## src/rtl/et_err_sim_pkg.sv

```systemverilog
// Shared types for the error-simulation trigger sequencer: FSM states,
// run-mode encodings and burst-ID values.
package et_err_sim_pkg;

    typedef enum logic [2:0] {
        IDLE,
        TLK_BURST,
        WAIT_TRIG,
        HDR_SHIFT,
        DC_BURST,
        DONE
    } err_sim_state_t;

    localparam logic [1:0] MODE_OFF   = 2'd0;
    localparam logic [1:0] MODE_TLK   = 2'd1;
    localparam logic [1:0] MODE_ONCE  = 2'd2;
    localparam logic [1:0] MODE_REARM = 2'd3;

    localparam logic BID_TLK = 1'b0;
    localparam logic BID_DC  = 1'b1;

endpackage

```

## src/rtl/et_err_sim_hdr_deser.sv

```systemverilog
// Serial header capture: stores one trigger-line bit per shift cycle and,
// on the last bit, flags completion and whether the header matched.
module et_err_sim_hdr_deser #(
    parameter int              HDR_W     = 3,
    parameter logic [HDR_W-1:0] HDR_MATCH = 3'b010
) (
    input  logic clk,
    input  logic rst_n,
    input  logic clr,
    input  logic shift_en,
    input  logic bit_in,
    output logic hdr_done,
    output logic hdr_match
);

    localparam int IW = (HDR_W > 1) ? $clog2(HDR_W) : 1;

    logic [IW-1:0]    idx_q;
    logic [HDR_W-1:0] hdr_q;
    logic [HDR_W-1:0] cmp;

    // The bit on the line this cycle is compared directly, so the decision
    // lands on the same edge that samples the final header bit.
    always_comb begin
        for (int i = 0; i < HDR_W; i++)
            cmp[i] = (IW'(i) == idx_q) ? bit_in : hdr_q[i];
    end

    assign hdr_done  = shift_en && (idx_q == IW'(HDR_W - 1));
    assign hdr_match = hdr_done && (cmp == HDR_MATCH);

    always_ff @(posedge clk or negedge rst_n) begin
        if (!rst_n) begin
            idx_q <= '0;
            hdr_q <= '0;
        end else if (clr) begin
            idx_q <= '0;
            hdr_q <= '0;
        end else if (shift_en) begin
            hdr_q[idx_q] <= bit_in;
            idx_q        <= hdr_done ? '0 : idx_q + IW'(1);
        end
    end

endmodule

```

## src/rtl/et_err_sim_seq.sv

```systemverilog
// Error-simulation trigger sequencer: plays a TLK address burst, then
// header-gated DC bursts into the ADC playback memory.
module et_err_sim_seq
    import et_err_sim_pkg::*;
#(
    parameter int               ADDR_W    = 12,
    parameter int               BURST_LEN = 2048,
    parameter int               DC_BASE   = 2048,
    parameter int               HDR_W     = 3,
    parameter logic [HDR_W-1:0] HDR_MATCH = 3'b010
) (
    input  logic              clk,
    input  logic              rst_n,
    input  logic              in_live,
    input  logic              user_ena,
    input  logic [1:0]        mode,
    input  logic              trig_to_adc,
    output logic              out_rena,
    output logic [ADDR_W-1:0] out_raddr,
    output logic              out_burst_id,
    output logic              busy,
    output logic              done,
    output logic [7:0]        hdr_mismatch_cnt
);

    if (BURST_LEN < 1 || BURST_LEN > (1 << ADDR_W) ||
        DC_BASE + BURST_LEN > (1 << ADDR_W) || HDR_W < 1 || HDR_W > 8) begin : g_cfg_err
        $error("et_err_sim_seq: invalid parameter set");
    end

    localparam logic [ADDR_W:0]   LAST_CNT = (ADDR_W + 1)'(BURST_LEN - 1);
    localparam logic [ADDR_W-1:0] DC_ADDR0 = ADDR_W'(DC_BASE);

    err_sim_state_t    state_q, state_d;
    logic [1:0]        mode_q, mode_d;
    logic [ADDR_W:0]   cnt_q, cnt_d;
    logic              rena_d, bid_d, hdr_shift, hdr_done, hdr_match;
    logic [ADDR_W-1:0] raddr_d;
    logic [7:0]        mis_d;

    et_err_sim_hdr_deser #(.HDR_W(HDR_W), .HDR_MATCH(HDR_MATCH)) u_hdr (
        .clk       (clk),
        .rst_n     (rst_n),
        .clr       (!in_live),
        .shift_en  (hdr_shift),
        .bit_in    (trig_to_adc),
        .hdr_done  (hdr_done),
        .hdr_match (hdr_match)
    );

    always_comb begin
        state_d   = state_q;
        mode_d    = mode_q;
        cnt_d     = cnt_q;
        rena_d    = 1'b0;
        raddr_d   = out_raddr;
        bid_d     = out_burst_id;
        mis_d     = hdr_mismatch_cnt;
        hdr_shift = 1'b0;
        if (!in_live) begin
            state_d = IDLE;
            mode_d  = MODE_OFF;
            cnt_d   = '0;
            raddr_d = '0;
            bid_d   = BID_TLK;
            mis_d   = '0;
        end else if (user_ena) begin
            // With user_ena low everything above is simply held: a pause.
            case (state_q)
                IDLE: if (mode != MODE_OFF) begin
                    mode_d  = mode;
                    cnt_d   = '0;
                    state_d = TLK_BURST;
                end
                TLK_BURST: begin
                    rena_d  = 1'b1;
                    raddr_d = cnt_q[ADDR_W-1:0];
                    bid_d   = BID_TLK;
                    if (cnt_q == LAST_CNT) begin
                        cnt_d   = '0;
                        state_d = (mode_q == MODE_TLK) ? DONE : WAIT_TRIG;
                    end else begin
                        cnt_d = cnt_q + (ADDR_W + 1)'(1);
                    end
                end
                WAIT_TRIG: if (trig_to_adc) state_d = HDR_SHIFT;
                HDR_SHIFT: begin
                    hdr_shift = 1'b1;
                    if (hdr_done) begin
                        if (hdr_match) begin
                            state_d = DC_BURST;
                        end else begin
                            state_d = WAIT_TRIG;
                            if (hdr_mismatch_cnt != 8'hFF) mis_d = hdr_mismatch_cnt + 8'd1;
                        end
                    end
                end
                DC_BURST: begin
                    rena_d  = 1'b1;
                    raddr_d = DC_ADDR0 + cnt_q[ADDR_W-1:0];
                    bid_d   = BID_DC;
                    if (cnt_q == LAST_CNT) begin
                        cnt_d   = '0;
                        state_d = (mode_q == MODE_ONCE) ? DONE : WAIT_TRIG;
                    end else begin
                        cnt_d = cnt_q + (ADDR_W + 1)'(1);
                    end
                end
                default: ;
            endcase
        end
    end

    always_ff @(posedge clk or negedge rst_n) begin
        if (!rst_n) begin
            state_q          <= IDLE;
            mode_q           <= MODE_OFF;
            cnt_q            <= '0;
            out_rena         <= 1'b0;
            out_raddr        <= '0;
            out_burst_id     <= BID_TLK;
            busy             <= 1'b0;
            done             <= 1'b0;
            hdr_mismatch_cnt <= '0;
        end else begin
            state_q          <= state_d;
            mode_q           <= mode_d;
            cnt_q            <= cnt_d;
            out_rena         <= rena_d;
            out_raddr        <= raddr_d;
            out_burst_id     <= bid_d;
            busy             <= (state_d != IDLE) && (state_d != DONE);
            done             <= (state_d == DONE);
            hdr_mismatch_cnt <= mis_d;
        end
    end

endmodule

```

## config.mk

```make
export PLATFORM = sky130hd
export DESIGN_NAME = et_err_sim_seq
export DESIGN_NICKNAME = d
export VERILOG_FILES = /design/src/rtl/et_err_sim_pkg.sv /design/src/rtl/et_err_sim_hdr_deser.sv /design/src/rtl/et_err_sim_seq.sv
export SDC_FILE = /design/constraint.sdc
export NUM_CORES = 1
export LEC_CHECK = 0
export ABC_AREA = 1
export CAP_MARGIN = 20
export CORE_MARGIN = 4
export CORE_UTILIZATION = 41
export CTS_BUF_LIST = sky130_fd_sc_hd__clkbuf_4 sky130_fd_sc_hd__clkbuf_8 sky130_fd_sc_hd__clkbuf_16
export DETAILED_ROUTE_END_ITERATION = 6
export DONT_BUFFER_PORTS = 1
export PLACE_DENSITY_LB_ADDON = 0.15
export SYNTH_ARGS = -nofsm -noshare
export SYNTH_HDL_FRONTEND = slang
export SYNTH_HIERARCHICAL = 1
export SYNTH_SLANG_ARGS = --single-unit
```

## constraint.sdc

```tcl
create_clock -name clk -period 2.5 [get_ports clk]
set_clock_uncertainty 0.15 [all_clocks]
set_input_delay 0.125 -clock clk [delete_from_list [all_inputs] [get_ports clk]]
set_output_delay 0.125 -clock clk [all_outputs]
set_load 0.02 [all_outputs]
```

==> key figures, run 1 <==
Die
  • Die W: 85.44 µm
  • Core Area: 5675 µm²
  • I/O Pins: 31
  • Die area: 7299 µm²
  • Starting Density: 43.32%
  • Die height: 85.44 µm
  • Site row count: 27

Logic synthesis
  • Commonest cells post-synth: nand2_1, inv_1, dfrtp_1
  • Asr flop ratio synth: 100.0%
  • Largest family of logic cells by synthesized area: simple AND/OR/NAND/NOR gates
  • Yosys top cell area share: 46.82%
  • Synth Register Bits: 46
  • Post-Syn Area: 2459 µm²
  • Synth Area in Adders: 1.018%
  • Synth Area per Inst: 7.855 µm²
  • Synth area leaders: dfrtp_1, nand2_1, inv_1
  • Unique cell type count in the Yosys netlist: 36
  • Yosys warning count: 6
  • EDFF count, synth: 0
  • Synth Area in Compound Gates: 13.99%
  • Ys flop type: dfrtp_1
  • Top-count cell post-synth: nand2_1
  • Mapped Cells: 313
  • Simple-gate area share of the yosys netlist: 28.14%
  • Post-synthesis xor/xnor area fraction: 0.7125%
  • Dominant cell type by area after synthesis: dfrtp_1
  • Sequential share of the synthesized area: 46.82%
  • Post-Syn Nets: 322
  • Mux share of post-synthesis cell area: 0%

Worst setup path
  • Crit path DAT: 2300 ps
  • Max stage delay on crit path: 650 ps
  • Setup CP Type: in2reg
  • Critical path required time: 2550 ps
  • CP cell instances: dlygate4sd3_1 -> nand2_1 -> nor2_2 -> inv_2 -> nor2_4 -> nand2_1 -> nor2_1 -> nand3b_1 -> nor2_1 -> nand2_1 -> nand2_2 -> nand3b_2 -> nor2_1 -> nand2_1 -> nand2_1 -> nand2_1 -> nor2_1
  • Worst setup EP type: flop
  • Crit path max fanout: 5
  • Most common cell on crit path: nand2_1
  • Critical Path Slowest Stage Cell: dlygate4sd3_1
  • Startpoint types: input port

Place
  • Port bufs: 0
  • Gpl congestion: 0.8882
  • Dpl ws: 211.4 ps
  • Placed instance area: 2545 µm²
  • Detailed Place HPWL: 3825 µm

Cells and area
  • Final core utilization: 48.59%
  • # diodes: 0
  • Filler cells: 548
  • Area delta synth->final: 12.16%
  • Layout cells sized above 1: 11.93%
  • Post-route cell area: 2758 µm²
  • Layout Nets: 335

Timing
  • Setup TNS after final layout: 0 ps
  • Unrepaired setup endpoints after global routing: false
  • Worst slew pin tran: 535.6 ps
  • Final setup vio count: 0
  • Post-layout min period: 2251 ps
  • Max Clk Rate: 444.3 MHz
  • Setup ws final: 249.1 ps
  • Final hold vios: 0
  • Rel. slew slack: 63.99%
  • Tcrit/Tclk final: 90.03%
  • Final slew viol count: 0

Pwr
  • Max VDD drop: 0.2581 mV
  • Total power: 1.585 mW
  • Static leakage: 1.329 nW
  • Pwr dens: 574.8 nW/µm²

CTS
  • CTS tree: done
  • CTS Root Cell: clkbuf_8
  • CTS clk-pin slew, worst paths: 90 ps
  • Worst skew pair latency: 300 ps
  • Clk sinks: 46
  • Clock tree buffer depth: 2
  • CTS buffer count: 5
  • H-tree depth: 2
  • Post-CTS repair timing setup buffer count: 0

Detailed routing
  • Routed vias/inst: 5.000
  • Routed met1 length: 2686 µm
  • Routed WL: 5300 µm
  • Vias: 1995
  • WL/cell: 13.28 µm
  • Detail Route Antenna Nets: 0
  • Top Metal Used: met4
  • DRC: 0
  • WL met3: 244 µm
  • Drt first pass iters: 4
  • 1st-iter DRT viols: 121
  • Met2 wire length: 2302 µm

Global routing
  • First-pass GRT wire length: 9128 µm
  • Initial antenna violation count: 0
  • Tot GR Track Use: 15.25%
  • Largest net degree at the start of global routing: 47
  • Number of global-route vias before repair: 1927
  • GR Overflow Total: 0

Min path
  • Min-Delay Path Class: in2reg

Outcome
  • Status: finished clean

Run
  • Maxcap violations: 0
==> placed cells by master, fill, tap and decap left out, types with 2 or more instances in the layout <==
master	instances
nand2_4	4
nand2_1	74
o21a_1	2
nand3_2	2
nand4_1	3
a21oi_1	12
buf_4	3
o21ai_0	30
inv_1	51
nand3b_1	2
nor3_1	5
nand2_2	3
dfrtp_1	45
ha_1	2
clkbuf_8	5
nand3_1	17
dlygate4sd3_1	5
inv_2	3
o21ai_1	2
o22ai_1	2
nor2_4	2
nor2_2	7
xor2_1	2
nor2_1	26
==> layout make-up <==
| class | count | area [µm²] | share of cell area [%] |
|---|---|---|---|
| clock inverter | 2 | 37.54 | 1.361 |
| multi-input combinational | 209 | 1086 | 39.38 |
| tap | 72 | 90.09 | 3.267 |
| clock buffer | 6 | 76.32 | 2.768 |
| inverter | 54 | 202.7 | 7.350 |
| timing repair buffer | 10 | 112.6 | 4.083 |
| sequential | 46 | 1152 | 41.79 |
==> per-stage QoR <==
step	cells	hold slack, ps
floorplan	313	-320.6
global placement	384	-319.5
detailed placement	384	-319.4
CTS	399	12.28
global route	399	33.27
finish	399	19.74
==> worst paths after layout <==
kind / end / cells after the start / slack [ps] / from
setup / recovery: hdr_mismatch_cnt[7] / 17 / 250 / user_ena
hold / removal: cnt_q[2] / 4 / 20 / in_live
setup reg to reg: hdr_mismatch_cnt[7] / 17 / 250 / state_q[2]
hold reg to reg: u_hdr/hdr_q[0] / 2 / 340 / u_hdr/hdr_q[0]
max in group asynchronous: state_q[0] / 2 / 1790 / rst_n
min in group asynchronous: hdr_mismatch_cnt[4] / 2 / 170 / rst_n
==> repair_timing <==
item / 4_1_cts / 5_1_grt
resized for setup: 0 / 4
hold endpoints to repair: 65 / 0
endpoints found under the setup margin: 0 / 8
hold buffers: 7 / 0
==> metal layers <==
layer / vias to the layer above / global-route usage [%]
li1: 1022 / -
met1: 921 / 21.31
met2: 46 / 23.38
met3: 6 / 4.078
met4: 0 / 3.885
met5: - / 0
==> cell families (layout without fill, tap and decap cells) <==
| group | after synthesis | in the layout |
|---|---|---|
| AND/OR/NAND/NOR | 148 | 148 |
| buffers and inverters | 58 | 72 |
| AO/OA/AOI/OAI | 57 | 57 |
| flip-flops | 46 | 46 |
| adder cells (fa/ha/maj) | 2 | 2 |
| XOR/XNOR | 2 | 2 |
==> flip-flops by register name (all words and copies together), names as in the netlist, 2 cells and up <==
signal / flops
cnt_q: 13
hdr_mismatch_cnt: 8
mode_q: 2
out_raddr: 12
state_q: 3
u_hdr/hdr_q: 2
u_hdr/idx_q: 2
==> power breakdown <==
group | switching [mW] | internal, mW
registers | 0.0291 | 0.762
logic | 0.152 | 0.0696
clock network | 0.262 | 0.310
total | 0.443 | 1.14
==> worst max-delay path: cells and delay by family <==
family                 cells  cell delay (ps)
buffers and inverters      2              730
and+or+nand+nor           15             1420
No activity file was read; power rests on OpenSTA's default activity.
==> inputs of run 2 (changes only) <==
- clock period: 2.5 -> 2.34 ns (I/O delays scaled with it)
==> run 2 against run 1 <==
Net effect:
- cell count is 2.5% higher
- utilization grew 1.1 points
- count of clock-buffer cells in the layout fell by 1
- highest routed layer unchanged
- first-iteration DRC count decreased by 12%
- critical path depth shrank 9
==> key figures, run 2 (synthesized netlist as in run 1, its figures left out) <==
Timing
  • Max Clk Rate: 460.8 MHz
  • Final hold vios: 0 (unchanged)
  • Setup ws final: 170.1 ps (was 249.1 ps)
  • Setup TNS after final layout: 0 ps (unchanged)
  • Final slew viol count: 0 (unchanged)
  • Tcrit/Tclk final: 92.73%
  • Worst slew pin tran: 524.9 ps (was 535.6 ps)
  • Rel. slew slack: 64.71% (was 63.99%)
  • Unrepaired setup endpoints after global routing: false (unchanged)
  • Post-layout min period: 2170 ps
  • Final setup vio count: 0 (unchanged)

Global routing
  • GR Overflow Total: 0 (unchanged)
  • Largest net degree at the start of global routing: 47 (unchanged)
  • Initial antenna violation count: 0 (unchanged)
  • Tot GR Track Use: 16.26% (was 15.25%)
  • First-pass GRT wire length: 9611 µm (was 9128 µm)
  • Number of global-route vias before repair: 1992 (was 1927)

Pwr
  • Reg power frac: 54.1% (was 49.9%)
  • Static leakage: 1.379 nW (was 1.329 nW)
  • Switching share of power: 29.34% (was 27.98%)
  • Comb power frac: 16.3% (was 14.0%)
  • Max VDD drop: 0.2739 mV (was 0.2581 mV)
  • Pwr dens: 553.9 nW/µm² (was 574.8 nW/µm²)
  • Cell Int Power: 1.104 mW (was 1.142 mW)
  • Clock group share of total power: 29.7% (was 36.1%)
  • Switching pwr: 0.4586 mW (was 0.4435 mW)
  • Total power: 1.563 mW (was 1.585 mW)

CTS
  • CTS buffer count: 5 (unchanged)
  • CTS Root Cell: clkbuf_8 (unchanged)
  • Clk sinks: 46 (unchanged)
  • Clock tree buffer depth: 2 (unchanged)
  • H-tree depth: 2 (unchanged)
  • CTS tree: done (unchanged)
  • Worst skew pair latency: 290 ps (was 300 ps)
  • CTS clk-pin slew, worst paths: 90 ps (about the same)

Worst setup path
  • Startpoint types: input port (unchanged)
  • Critical Path Slowest Stage Cell: dlygate4sd3_1 (unchanged)
  • CP Buf/Inv Count: 4 (was 2)
  • CP cell instances: dlygate4sd3_1 -> inv_2 -> nor2_2 -> inv_1 -> nand2_1 -> nand2_1 -> o21ai_0 -> dlygate4sd3_1 (was dlygate4sd3_1 -> nand2_1 -> nor2_2 -> inv_2 -> nor2_4 -> nand2_1 -> nor2_1 -> nand3b_1 -> nor2_1 -> nand2_1 -> nand2_2 -> nand3b_2 -> nor2_1 -> nand2_1 -> nand2_1 -> nand2_1 -> nor2_1)
  • Crit path DAT: 2250 ps (was 2300 ps)
  • Setup CP Type: in2reg (unchanged)
  • Top delay family on crit path: buffers and inverters (was simple AND/OR/NAND/NOR gates)
  • Crit path max fanout: 9 (was 5)
  • Critical path required time: 2420 ps (was 2550 ps)
  • R2R Path End: hdr_mismatch_cnt[7] (unchanged)
  • Max stage delay on crit path: 740 ps (was 650 ps)
  • R2r startpoint: state_q[2] (unchanged)
  • Reg2reg path depth: 17 (unchanged)
  • Worst setup EP type: flop (unchanged)
  • R2R Setup Slk: 200 ps (was 250 ps)

Die
  • I/O Pins: 31 (unchanged)
  • Starting Density: 43.32% (unchanged)
  • Die W: 85.44 µm (unchanged)
  • Core Area: 5675 µm² (unchanged)
  • Die height: 85.44 µm (unchanged)
  • Site row count: 27 (unchanged)
  • Die area: 7299 µm² (unchanged)

Min path
  • Worst Hold Launch: in_live (unchanged)
  • Min-Delay Path Class: in2reg (unchanged)
  • Hold Crit Endpoint: out_raddr[7] (was cnt_q[2])
  • Hold path depth: 3 (was 4)

Detailed routing
  • WL/cell: 13.26 µm (was 13.28 µm)
  • Drt first pass iters: 4 (unchanged)
  • Detail Route Antenna Nets: 0 (unchanged)
  • Routed WL: 5424 µm (was 5300 µm)
  • Vias: 2009 (was 1995)
  • 1st-iter DRT viols: 107 (was 121)
  • Routed vias/inst: 4.912 (was 5.000)
  • DRC: 0 (unchanged)

Outcome
  • Status: finished clean (unchanged)

Place
  • Gpl congestion: 0.8867 (was 0.8882)
  • Dpl ws: 102.6 ps (was 211.4 ps)
  • Placed instance area: 2575 µm² (was 2545 µm²)
  • Port bufs: 0 (unchanged)
  • Detailed Place HPWL: 3988 µm (was 3825 µm)

Cells and area
  • Most common cell after layout, fill and taps aside: nand2_1 (unchanged)
  • Layout Nets: 346 (was 335)
  • Number of flip-flops in the largest register: 13 (unchanged)
  • Layout cells sized above 1: 13.65% (was 11.93%)
  • Biggest register: cnt_q (unchanged)
  • Post-route cell area: 2821 µm² (was 2758 µm²)
  • Final core utilization: 49.71% (was 48.59%)
  • Top Registers: cnt_q: 13 flops, out_raddr: 12 flops, hdr_mismatch_cnt: 8 flops (unchanged)
  • Most frequent cells in the layout: nand2_1, inv_1, dfrtp_1 (unchanged)
  • # diodes: 0 (unchanged)
  • Area delta synth->final: 14.76% (was 12.16%)

Run
  • Maxcap violations: 0 (unchanged)
run 2: through the flow:
step                hold slack [ps]  cells
floorplan                    -328.6    313
global placement             -327.5    388
detailed placement           -327.2    388
CTS                           6.111    406
global route                  27.61    409
finish                        10.83    409
run 2: power by group through the flow:
| stage | Combinational, mW | Sequential [mW] | Clock (mW) |
|---|---|---|---|
| finish | 0.254 | 0.845 | 0.464 |
| global route | 0.291 | 0.849 | 0.509 |
| CTS | 0.254 | 0.844 | 0.480 |
| detailed placement | 0.213 | 0.860 | 0 |
| global placement | 0.214 | 0.860 | 0 |
| floorplan | 0.170 | 0.855 | 0 |
run 2: how the worst max path moves through the flow:
stage	from	endpoint	slack, ps	cells after the start
floorplan	state_q[2]	hdr_mismatch_cnt[7]	170	17
global placement	state_q[2]	hdr_mismatch_cnt[7]	190	17
detailed placement	state_q[2]	hdr_mismatch_cnt[7]	100	17
CTS	state_q[2]	hdr_mismatch_cnt[7]	70	17
global route	state_q[2]	hdr_mismatch_cnt[7]	0.8	17
finish	in_live	mode_q[1]	170	8
run 2: final cells by class:
type                            instances  area [µm²]
Tap cell                               72       90.09
Fill cell                             559        2854
Clock inverter                          2       10.01
Sequential cell                        46        1152
Inverter                               54       202.7
Timing Repair Buffer                   21       202.7
Clock buffer                            5       68.82
Multi-Input combinational cell        209        1095
run 2: metal layers:
metal	track usage, %	vias to the layer above	share of wire, %
met5	0	-	0
met4	3.885	0	1.0
met3	4.175	7	4.1
met2	24.65	34	43
met1	23.19	927	52
li1	-	1041	-
run 2: worst reg2reg max path, stage by stage, from the launching register on:
cell and delay, ps:
dfrtp_1 430, inv_1 90, nand3_1 100, nor2_2 190, inv_2 90, nor2_4 100, nand2_1 70, nor2_2 120
nand3b_1 110, nor2_1 40, nand2_1 80, nand2_2 100, nand3b_4 120, nor2_2 50, nand2_1 70, nand2_1 50
nand2_1 50, nor2_1 40
run 2: what timing repair did:
item                                   4_1_cts  5_1_grt
setup endpoints to repair                    0        8
resized for setup                            0        5
setup buffers                                0        3
endpoints found under the hold margin       66        0
hold buffers                                11        0
